### config.mk
export PLATFORM = sky130hd
export DESIGN_NAME = fetch_queue_front
export DESIGN_NICKNAME = d
export VERILOG_FILES = /design/src/rtl/fetch_queue_front.sv
export SDC_FILE = /design/constraint.sdc
export NUM_CORES = 1
export LEC_CHECK = 0
export CAP_MARGIN = 20
export CORE_MARGIN = 2
export CORE_UTILIZATION = 40
export DETAILED_ROUTE_END_ITERATION = 8
export GPL_TIMING_DRIVEN = 0
export PLACE_DENSITY = 0.75
export SETUP_SLACK_MARGIN = 0.05
export SLEW_MARGIN = 20
export SYNTH_ARGS = -nofsm -noshare
export SYNTH_HDL_FRONTEND = slang
export SYNTH_SLANG_ARGS = --single-unit
### constraint.sdc
create_clock -name fq_clk -period 3.35 [get_ports fq_clk]
set_input_delay 0.67 -clock fq_clk [delete_from_list [all_inputs] [get_ports fq_clk]]
set_output_delay 0.67 -clock fq_clk [all_outputs]
set_load 0.05 [all_outputs]
### src/rtl/fetch_queue_front.sv
// fetch_queue_front: RV32 fetch front end between instruction memory and decode.
//
// Generates the PC, issues one instruction-memory request at a time, buffers the
// fetched {pc, instr} pairs in a QDEPTH-entry circular queue and presents the head
// entry (plus decoded register/opcode fields) to decode with a valid/stall handshake.
// Redirect and flush clear the queue and squash any in-flight fetch.
//
// Ports:
//   fq_clk, fq_rst          clock, asynchronous active-low reset
//   fq_o_imem_req/addr      memory request valid / address (held until ack)
//   fq_i_imem_ack/instr     memory response valid / data
//   fq_i_change_pc          redirect to fq_i_alu_pc_value
//   fq_i_flush              clear queue and squash in-flight fetch, PC unchanged
//   fq_i_stall              decode cannot accept the head this cycle
//   fq_o_valid/instr/pc     head entry
//   fq_o_opcode..addr_rs2   instruction fields of the head entry
//   fq_o_count              number of occupied queue entries
module fetch_queue_front #(
  parameter int unsigned          IWIDTH   = 32,
  parameter int unsigned          PC_WIDTH = 32,
  parameter int unsigned          QDEPTH   = 4,
  parameter logic [PC_WIDTH-1:0]  RESET_PC = '0,
  parameter int unsigned          PC_STEP  = 4
) (
  input  logic                      fq_clk,
  input  logic                      fq_rst,
  output logic                      fq_o_imem_req,
  output logic [PC_WIDTH-1:0]       fq_o_imem_addr,
  input  logic                      fq_i_imem_ack,
  input  logic [IWIDTH-1:0]         fq_i_imem_instr,
  input  logic                      fq_i_change_pc,
  input  logic [PC_WIDTH-1:0]       fq_i_alu_pc_value,
  input  logic                      fq_i_flush,
  input  logic                      fq_i_stall,
  output logic                      fq_o_valid,
  output logic [IWIDTH-1:0]         fq_o_instr,
  output logic [PC_WIDTH-1:0]       fq_o_pc,
  output logic [6:0]                fq_o_opcode,
  output logic [4:0]                fq_o_addr_rd,
  output logic [2:0]                fq_o_funct3,
  output logic [4:0]                fq_o_addr_rs1,
  output logic [4:0]                fq_o_addr_rs2,
  output logic [$clog2(QDEPTH):0]   fq_o_count
);

  localparam int unsigned PtrW = $clog2(QDEPTH);
  localparam int unsigned CntW = PtrW + 1;
  localparam logic [CntW-1:0] DepthCnt = CntW'(QDEPTH);

  typedef enum logic {StIdle, StWait} state_e;

  state_e              state_q, state_d;
  logic [PC_WIDTH-1:0] pc_q, pc_d;
  logic [PC_WIDTH-1:0] addr_q, addr_d;
  logic                squash_q, squash_d;
  logic [PtrW-1:0]     rd_ptr_q, rd_ptr_d;
  logic [PtrW-1:0]     wr_ptr_q, wr_ptr_d;
  logic [CntW-1:0]     count_q, count_d;

  logic [PC_WIDTH-1:0] q_pc    [QDEPTH];
  logic [IWIDTH-1:0]   q_instr [QDEPTH];

  logic kill, push, pop, valid;

  // Redirect and flush share all queue/squash effects; only the PC update differs.
  assign kill  = fq_i_change_pc | fq_i_flush;
  assign valid = (count_q != '0);
  // A full-queue push cannot happen given the issue credit; it is dropped if it does.
  assign push  = (state_q == StWait) & fq_i_imem_ack & ~squash_q & ~kill &
                 (count_q != DepthCnt);
  assign pop   = valid & ~fq_i_stall & ~kill;

  // Request FSM
  always_comb begin
    state_d  = state_q;
    addr_d   = addr_q;
    squash_d = squash_q;
    case (state_q)
      StIdle: begin
        if (!kill && (count_q != DepthCnt)) begin
          state_d  = StWait;
          addr_d   = pc_q;
          squash_d = 1'b0;
        end
      end
      StWait: begin
        if (fq_i_imem_ack) begin
          state_d  = StIdle;
          squash_d = 1'b0;
        end else if (kill) begin
          // Keep the old request up until memory answers, then discard the answer.
          squash_d = 1'b1;
        end
      end
      default: state_d = StIdle;
    endcase
  end

  // PC and queue bookkeeping
  always_comb begin
    pc_d     = pc_q;
    rd_ptr_d = rd_ptr_q;
    wr_ptr_d = wr_ptr_q;
    count_d  = count_q;
    if (fq_i_change_pc) begin
      pc_d = fq_i_alu_pc_value;
    end else if (push) begin
      pc_d = pc_q + PC_WIDTH'(PC_STEP);
    end
    if (kill) begin
      rd_ptr_d = '0;
      wr_ptr_d = '0;
      count_d  = '0;
    end else begin
      if (push) wr_ptr_d = wr_ptr_q + PtrW'(1);
      if (pop)  rd_ptr_d = rd_ptr_q + PtrW'(1);
      count_d = count_q + CntW'(push) - CntW'(pop);
    end
  end

  always_ff @(posedge fq_clk or negedge fq_rst) begin
    if (!fq_rst) begin
      state_q  <= StIdle;
      pc_q     <= RESET_PC;
      addr_q   <= '0;
      squash_q <= 1'b0;
      rd_ptr_q <= '0;
      wr_ptr_q <= '0;
      count_q  <= '0;
    end else begin
      state_q  <= state_d;
      pc_q     <= pc_d;
      addr_q   <= addr_d;
      squash_q <= squash_d;
      rd_ptr_q <= rd_ptr_d;
      wr_ptr_q <= wr_ptr_d;
      count_q  <= count_d;
    end
  end

  // Queue storage needs no reset: outputs are gated by valid.
  always_ff @(posedge fq_clk) begin
    if (push) begin
      q_pc[wr_ptr_q]    <= addr_q;
      q_instr[wr_ptr_q] <= fq_i_imem_instr;
    end
  end

  assign fq_o_imem_req  = (state_q == StWait);
  assign fq_o_imem_addr = addr_q;
  assign fq_o_valid     = valid;
  assign fq_o_instr     = valid ? q_instr[rd_ptr_q] : '0;
  assign fq_o_pc        = valid ? q_pc[rd_ptr_q] : '0;
  assign fq_o_opcode    = fq_o_instr[6:0];
  assign fq_o_addr_rd   = fq_o_instr[11:7];
  assign fq_o_funct3    = fq_o_instr[14:12];
  assign fq_o_addr_rs1  = fq_o_instr[19:15];
  assign fq_o_addr_rs2  = fq_o_instr[24:20];
  assign fq_o_count     = count_q;

endmodule

==> flow_summary.ini <==
[routing]
drt_wl_total_um = 30400
routed-via-count = 7773
routed_via_density = 5.23
antenna_left = 0
drc_errors = 0
dr.pass1.iters = 5
dr.first_iter.drc_count = 618
wl_per_cell_um = 20.5

[global_route]
grt_max_degree = 48
antenna_found_initial = 0
grt_pass1_vias = 8036
grt-ovfl-total = 0
grt_pass1_wl_um = 47100
grtUsageTotal_pct = 17.5

[worst_setup_path]
regToRegStartpoint = fq_o_count[1]
cp_max_fo = 10
crit_start = rd_ptr_q[0]
crit_arrival_ns = 2.54
reg2regPathDepth = 13
crit_path_start_kind = flip-flop
worstPathRequired_ns = 2.68
worstSetupEndpointType = output pin
worst-setup-path-type = reg -> out

[clock_tree]
cts.sinks = 329
cts_tree = done
clkLatencyLatePin_ns = 0.52
clkTransAtPathRegs_ns = 0.06
cts_root_buf = clkbuf_16
clockBufferDepth = 3
htree_levels = 2
cts-buffers-inserted = 36

[synthesis]
synth_seq_area_share_pct = 70.8
synth_area_um2 = 13400
synth.distinct_cells = 52
synth_cells = 768
ys_warn_count = 0
synth_edf_count = 256
avgSynthCellArea_um2 = 17.5
ys.flop_type = edfxtp_1
synth-seq-cells = 329
async_flop_share_pct = 22.2
synth_nets = 846

[power_and_ir_drop]
leakagePower_nw = 6.15
power_mw = 9.60
peakVddDrop_mv = 0.464
p_per_area_nw_per_um2 = 560

[floorplan]
die_y_um = 187
initial_utilization_pct = 40.4
die_area_um2 = 35100
core_um2 = 33300
ios = 196
dieWidth_um = 187
rows = 67

[placement]
dp_hpwl_um = 20100
place_ws_ns = -0.500
port_buffers = 195
place_congestion = 0.858

[timing]
setup_viol = 0
layout_min_cycle_time_ns = 3.21
setup_slack_ns = 0.136
hold_viol_final = 0
tightest_slew_ns = 0.765
finalCritPeriodShare_pct = 95.9
holdWs_ns = 0.0774
slew_viol_final = 0
slew_headroom_pct = 49.0
setup_tns_ns = 0
skew_ns = 0.0192
rsz0062_at_grt = true
fmax_mhz = 311

[job]
max_cap_viol_count = 0

[cells_and_area]
layout-drive-gt1-share_pct = 26.9
fin_util_pct = 51.5
syn_to_final_growth_pct = 27.6
fill_cells = 2750
layout.nets = 1088

[hold_path]
hold_class = in -> async

[outcome]
status = finished clean
==> synth_stat cells, types with 2 or more instances <==
library cell,n,area [um2]
nand3_1,16,80.1
o21ai_0,22,110
mux4_2,64,1440
buf_4,26,195
o311ai_1,5,43.8
and3_1,4,25.0
clkbuf_1,18,67.6
nand2b_1,2,12.5
inv_1,10,37.5
a31o_2,2,17.5
nor2b_1,5,31.3
a31oi_1,3,18.8
edfxtp_1,256,7690
mux2i_1,3,30.0
o311ai_0,3,26.3
buf_2,16,80.1
a221o_1,6,60.1
and2_1,69,432
xnor2_1,8,70.1
and4_1,5,43.8
a21o_1,2,15.0
nor3b_1,3,22.5
nor4_1,6,37.5
a41oi_1,3,26.3
ha_1,7,87.6
nor3_1,6,30.0
xor2_1,3,26.3
a21oi_1,6,30.0
dfrtp_1,73,1830
nand2_1,33,124
or4_1,4,30.0
buf_1,5,18.8
mux2_2,35,394
nand4_1,9,56.3
nor2_1,13,48.8
==> path summary, 6_finish.rpt <==
kind | endpoint | slack (ns)
worst max-delay path | fq_o_instr[2] | 0.14
worst max register to register | fq_o_count[2] | 0.40
min in group fq_clk | fq_o_imem_addr[0] | 0.50
worst min-delay path | fq_o_imem_addr[16] | 0.08
max in group asynchronous | wr_ptr_q[0] | 2.69
worst min register to register | fq_o_imem_addr[0] | 0.50
==> routing by layer <==
| metal | track usage [%] | part of all wire [%] |
|---|---|---|
| met2 | 28.9 | 48 |
| met3 | 3.32 | 7.3 |
| met4 | 4.52 | 2.0 |
| met1 | 24.0 | 43 |
| met5 | 0 | 0 |
==> critical path: stages (launching register included) <==
cell	delay (ns)
dfrtp_1	0.41
buf_6	0.24
mux4_2	0.52
and2_1	0.18
clkdlybuf4s50_1	0.70
==> metrics by stage <==
stage,cell area [um2],cells
final,17200,1485
after global routing,17100,1482
after CTS,17200,1478
after detailed placement,16100,1416
after global placement,16000,1411
after floorplan,13500,768
==> final cells by class <==
cell class	instances	area, um2	area share, %
plain buffers	65	418	2.44
clock buffers	46	980	5.71
multi-input cells	363	3540	20.7
inverters	11	41.3	0.241
clock inverters	16	111	0.649
well taps	448	561	3.27
diodes	3	7.51	0.0438
repair buffers	204	1980	11.5
flip-flops and latches	329	9510	55.5
==> where the power goes <==
group | internal, mW | switching [mW]
clock | 2.14 | 1.53
combinational | 0.398 | 0.631
sequential | 4.67 | 0.232
==> registers in the layout (all words and copies together) (netlist names) <==
| register | count |
|---|---|
| fq_o_imem_addr | 32 |
| pc_q | 32 |
| q_pc | 128 |
| q_instr | 128 |
| wr_ptr_q | 2 |
| fq_o_count | 3 |
| rd_ptr_q | 2 |
| squash_q | 1 |
| fq_o_imem_req | 1 |
==> cells in the final DEF (no fill, tap or decap), types with 4 or more instances in the layout <==
cell type,instances
o311ai_1,5
clkinv_1,6
o21ai_0,22
xnor2_1,8
nor2b_1,5
edfxtp_1,256
buf_2,15
clkbuf_1,17
and3_1,4
dfrtp_1,73
buf_6,5
nor2_1,13
dlygate4sd2_1,28
mux2_2,35
or4_1,4
clkbuf_16,37
and2_1,65
nor4_1,6
clkdlybuf4s15_2,27
nor3_1,5
and2_4,4
nand2_1,33
a221o_1,6
inv_1,10
a21oi_1,6
buf_4,34
ha_1,7
clkdlybuf4s50_1,108
mux4_2,64
clkbuf_2,29
clkinv_2,5
nand4_1,9
nand3_1,16
and4_1,5
==> cell families after synthesis <==
logic type / after synthesis / synth area share [%]
flops: 329 / 70.8
buf+inv: 76 / 3.00
simple gates: 185 / 7.97
mux: 102 / 13.9
compound gates: 57 / 2.89
fa+ha+maj: 8 / 0.800
xor+xnor: 11 / 0.717
==> timing repair <==
item                                    4_1_cts  5_1_grt
pin swaps                                     1        1
resized for setup                           170       59
hold buffers                                  0        0
setup buffers                                 0        4
endpoints found under the setup margin       90       83
(Power assumes the default switching activity.)
